File: src/rtl/mem_access_ctrl.sv
// Memory-stage access controller: sequences one load/store per M-stage instruction
// over a req/ack data-memory port, stalls the pipeline meanwhile and flags faults.
module mem_access_ctrl #(
    parameter int TIMEOUT = 255,
    parameter int CNT_W   = 16
) (
    input  logic             clk,
    input  logic             reset,
    input  logic             MemWriteM,
    input  logic             MemtoRegM,
    input  logic [31:0]      ALUResultM,
    input  logic [31:0]      WriteDataM,
    output logic             DmReq,
    output logic             DmWe,
    output logic [31:0]      DmAddr,
    output logic [31:0]      DmWData,
    input  logic             DmAck,
    input  logic [31:0]      DmRData,
    output logic [31:0]      ReadDataM,
    output logic             StallPipe,
    output logic             BubbleW,
    output logic             MemFault,
    output logic [CNT_W-1:0] AccessCount
);

    typedef enum logic [1:0] {
        IDLE = 2'd0,
        BUSY = 2'd1,
        DONE = 2'd2
    } state_t;

    localparam logic [7:0] TIMER_LAST = 8'(TIMEOUT - 1);

    state_t      state_r;
    state_t      state_s;
    logic [7:0]  timer_r;
    logic        acc_s;
    logic        aligned_s;
    logic        timeout_s;
    logic        stall_s;

    assign acc_s     = MemWriteM | MemtoRegM;
    assign aligned_s = (ALUResultM[1:0] == 2'b00);
    assign timeout_s = (timer_r == TIMER_LAST);

    // Next-state and raw stall decode.
    always_comb begin
        state_s = state_r;
        stall_s = 1'b0;
        case (state_r)
            IDLE: begin
                if (acc_s) begin
                    stall_s = 1'b1;
                    state_s = aligned_s ? BUSY : DONE;
                end else begin
                    state_s = IDLE;
                end
            end
            BUSY: begin
                stall_s = 1'b1;
                if (DmAck || timeout_s) begin
                    state_s = DONE;
                end else begin
                    state_s = BUSY;
                end
            end
            DONE: begin
                state_s = IDLE;
            end
            default: begin
                state_s = IDLE;
            end
        endcase
    end

    // Stall is forced low while reset is held so the pipeline flushes freely.
    always_comb begin
        if (reset) begin
            StallPipe = stall_s;
        end else begin
            StallPipe = 1'b0;
        end
        BubbleW = StallPipe;
    end

    // State register.
    always_ff @(posedge clk) begin
        if (!reset) begin
            state_r <= IDLE;
        end else begin
            state_r <= state_s;
        end
    end

    // Memory port, load data, fault flag, timer and completion counter.
    always_ff @(posedge clk) begin
        if (!reset) begin
            DmReq       <= 1'b0;
            DmWe        <= 1'b0;
            DmAddr      <= 32'd0;
            DmWData     <= 32'd0;
            ReadDataM   <= 32'd0;
            MemFault    <= 1'b0;
            AccessCount <= {CNT_W{1'b0}};
            timer_r     <= 8'd0;
        end else begin
            case (state_r)
                IDLE: begin
                    if (acc_s && aligned_s) begin
                        DmReq   <= 1'b1;
                        DmWe    <= MemWriteM;
                        DmAddr  <= ALUResultM;
                        DmWData <= WriteDataM;
                        timer_r <= 8'd0;
                    end else if (acc_s) begin
                        MemFault  <= 1'b1;
                        ReadDataM <= 32'd0;
                    end
                end
                BUSY: begin
                    // An ack in the final timer cycle still completes the access.
                    if (DmAck) begin
                        DmReq       <= 1'b0;
                        AccessCount <= AccessCount + CNT_W'(1);
                        if (!DmWe) begin
                            ReadDataM <= DmRData;
                        end
                    end else if (timeout_s) begin
                        DmReq     <= 1'b0;
                        MemFault  <= 1'b1;
                        ReadDataM <= 32'd0;
                    end else begin
                        timer_r <= timer_r + 8'd1;
                    end
                end
                DONE: begin
                    timer_r <= 8'd0;
                end
                default: begin
                    DmReq <= 1'b0;
                end
            endcase
        end
    end

endmodule

File: config.mk
export PLATFORM = sky130hd
export DESIGN_NAME = mem_access_ctrl
export DESIGN_NICKNAME = d
export VERILOG_FILES = /design/src/rtl/mem_access_ctrl.sv
export SDC_FILE = /design/constraint.sdc
export NUM_CORES = 1
export LEC_CHECK = 0
export BUFFER_PORTS_ARGS = -buffer_cell sky130_fd_sc_hd__buf_2
export CORE_MARGIN = 4
export CORE_UTILIZATION = 43
export CTS_CLUSTER_SIZE = 25
export DETAILED_ROUTE_END_ITERATION = 8
export PLACE_DENSITY = 0.77
export SLEW_MARGIN = 10
export SYNTH_ARGS = -nofsm -noshare
export SYNTH_HDL_FRONTEND = slang
export SYNTH_SLANG_ARGS = --single-unit
File: constraint.sdc
create_clock -name clk -period 2.2 [get_ports clk]
set_input_delay 0.44 -clock clk [delete_from_list [all_inputs] [get_ports clk]]
set_output_delay 0.44 -clock clk [all_outputs]
set_load 0.01 [all_outputs]
==> out/metrics.csv <==
metric,value,unit
worst hold slack,0.2661,ns
HP Start,WriteDataM[26],
flop-to-flop setup slack,0.07,ns
post-route ant nets,0,
via count,4713,
drt pass-1 iters,5,
Peak VDD IR,0.6033,mV
Starting Density,0.4467,
Die W,115.0,um
leading area contributor after synthesis,dfxtp_1,
"most common cell after layout, fill and taps aside",buf_2,
"Clk Latency, worst-skew pair",0.41,ns
CTS tree,built,
worst hold path endpoint,DmWData[26],
Final Instance Area,6887,um^2
#FFs+latches synth,125,
Syn Nets,692,
Max Slew Vio Count,0,
critical path launch point type,flip-flop,
final setup margin,0.07347,ns
skew final,0.007358,ns
Resize count post-CTS,0,
Post-CTS Setup Bufs,0,
Place WS,0.1197,ns
share of post-route cells with drive strength above 1,0.3452,
RSZ-0062 raised after global routing,yes,
synth unique cells,47,
Pleak,3.182,nW
Cells after Synth,588,
All-Layer GR Usage,0.1899,
Syn Area/Cell,8.380,um^2
Starting DRT DRC Count,302,
element type at the critical path end,flip-flop,
Fillers,957,
post-DP HPWL,9180,um
Worst Hold Depth,3,
vias in the first global route,4375,
htree depth,4,
global route total overflow,0,
post-synth top area share,0.5079,
clk buf depth,2,
Routability Congestion,0.8757,
DIE HEIGHT,115.0,um
setup tns final,0,ns
"top cells by area, synth","dfxtp_1, nand2_1, mux2i_1",
Max Freq,0.4702,GHz
Hold Buf Count CTS,0,
Crit Path Max Fanout,8,
initial antenna violation count,0,
Worst-Margin Slew,0.5767,ns
Rel. slew slack,0.6156,
Port Buffers,217,
largest net degree at the start of global routing,75,
power density of the placed cells,844.5,nW/um^2
WL final,13020,um
Period minus WS final,2.127,ns
Hold Crit Class,primary input to flip-flop,
fin nets,908,
Tcrit/Tclk final,0.9666,
Critical R2R Capture,ReadDataM[5],
Cell Rows,38,
status,"complete, no violations",
top_reg_cell synth,dfxtp_1,
first-pass GRT wire length,20360,um
clock sinks,125,
async set or reset register ratio after synthesis,0,
TritonCTS Buffers,17,
Setup CP Type,flip-flop to flip-flop,
count of final hold-check violations,0,
Final Total Pwr,5.816,mW
WP data required,2.49,ns
area grow syn2layout,39.77,%
post-DR wirelength/cell,13.60,um
Placed Area,6163,um^2
DRC Markers,0,
setup violators final,0,
# IOs,218,
register area share after synthesis,0.5079,
Worst Reg-to-Reg Cells,7,
core area,11030,um^2
R2R Path Start,timer_r[0],
crit path DAT,2.42,ns
average via count per standard cell,4.925,
Worst-path clk slew,0.06,ns
most frequent cells in the layout,"buf_2, nand2_1, dfxtp_1",
synthesized area,4927,um^2
# diodes,0,
number of flops mapped to enable cells by yosys,0,
Synth Warn #,0,
Clk Tree Root Cell,clkbuf_16,
die area,13240,um^2
max-cap violation count,0,
## flip-flops by register name, indices dropped and copies added (netlist names), 2 cells and up
signal,cells
ReadDataM,32
AccessCount,16
state_r,2
DmAddr,32
DmWData,32
timer_r,8
## area by class of cell
class	count	area (um^2)	share of cell area
well taps	140	175.2	0.02544
flip-flops and latches	125	2505	0.3637
clock buffers	23	508.0	0.07376
clock inverters	9	131.4	0.01908
inverters	6	22.52	0.003270
repair buffers	238	1345	0.1953
multi-input cells	416	2200	0.3194
## cell families (layout without fill, tap and decap cells)
group | count (synthesis) | count (layout) | share of synthesized area
compound gates | 99 | 99 | 0.1130
xor+xnor | 9 | 9 | 0.01600
fa+ha+maj | 3 | 3 | 0.007619
buf+inv | 47 | 276 | 0.05129
flops | 125 | 125 | 0.5079
mux | 38 | 38 | 0.07720
simple gates | 267 | 267 | 0.2270
## worst max path at each step
stage | startpoint | to | slack [ns] | cells after the start
2_1_floorplan | timer_r[0] | ReadDataM[0] | 0.20 | 8
3_3_place_gp | timer_r[0] | ReadDataM[3] | 0.16 | 7
3_5_place_dp | timer_r[0] | ReadDataM[26] | 0.12 | 7
4_1_cts | timer_r[0] | ReadDataM[26] | 0.11 | 7
5_1_grt | timer_r[0] | ReadDataM[5] | -0.005 | 7
6_report | timer_r[0] | ReadDataM[5] | 0.07 | 7
## report_power, final
| group | leakage [nW] | internal [mW] | switching (mW) |
|---|---|---|---|
| clock network | 0.307 | 1.96 | 0.974 |
| registers | 1.01 | 2.33 | 0.0334 |
| logic | 1.86 | 0.244 | 0.276 |
| total | 3.18 | 4.53 | 1.28 |
## worst max-delay path, stage by stage, from the launching register on
cell,delay [ns]
dfxtp_2,0.32
inv_2,0.07
ha_4,0.12
nand4_1,0.11
or4b_4,0.56
a311o_2,0.50
buf_12,0.18
mux2i_2,0.14
## per-stage QoR
step	utilization	std cells
floorplan	-	588
global placement	0.5588	922
detailed placement	0.5588	922
CTS	0.6167	954
global route	0.6243	957
finish	0.6243	957
## synth_stat cells, types with 3 or more instances
| cell type | instances |
|---|---|
| nand2_1 | 206 |
| dfxtp_1 | 125 |
| a21oi_1 | 71 |
| mux2i_1 | 38 |
| clkbuf_1 | 28 |
| nor2_1 | 17 |
| nand2b_1 | 8 |
| nand3_1 | 8 |
| o21ai_0 | 7 |
| xnor2_1 | 7 |
| inv_1 | 6 |
| and3_1 | 5 |
| buf_2 | 5 |
| nand4_1 | 5 |
| nor4_1 | 5 |
| a31oi_1 | 3 |
| buf_12 | 3 |
| ha_1 | 3 |
| nor3_1 | 3 |
## per-layer routing
metal / routed length (um) / part of all wire / global-route usage / vias to the layer above
met5: 0 / 0 / 0 / -
met4: 251 / 0.019 / 0.07433 / 0
met3: 1539 / 0.12 / 0.08632 / 17
met2: 5891 / 0.45 / 0.3002 / 199
met1: 5335 / 0.41 / 0.2261 / 2115
li1: - / - / - / 2382
Power figures use the tool's default switching activity.
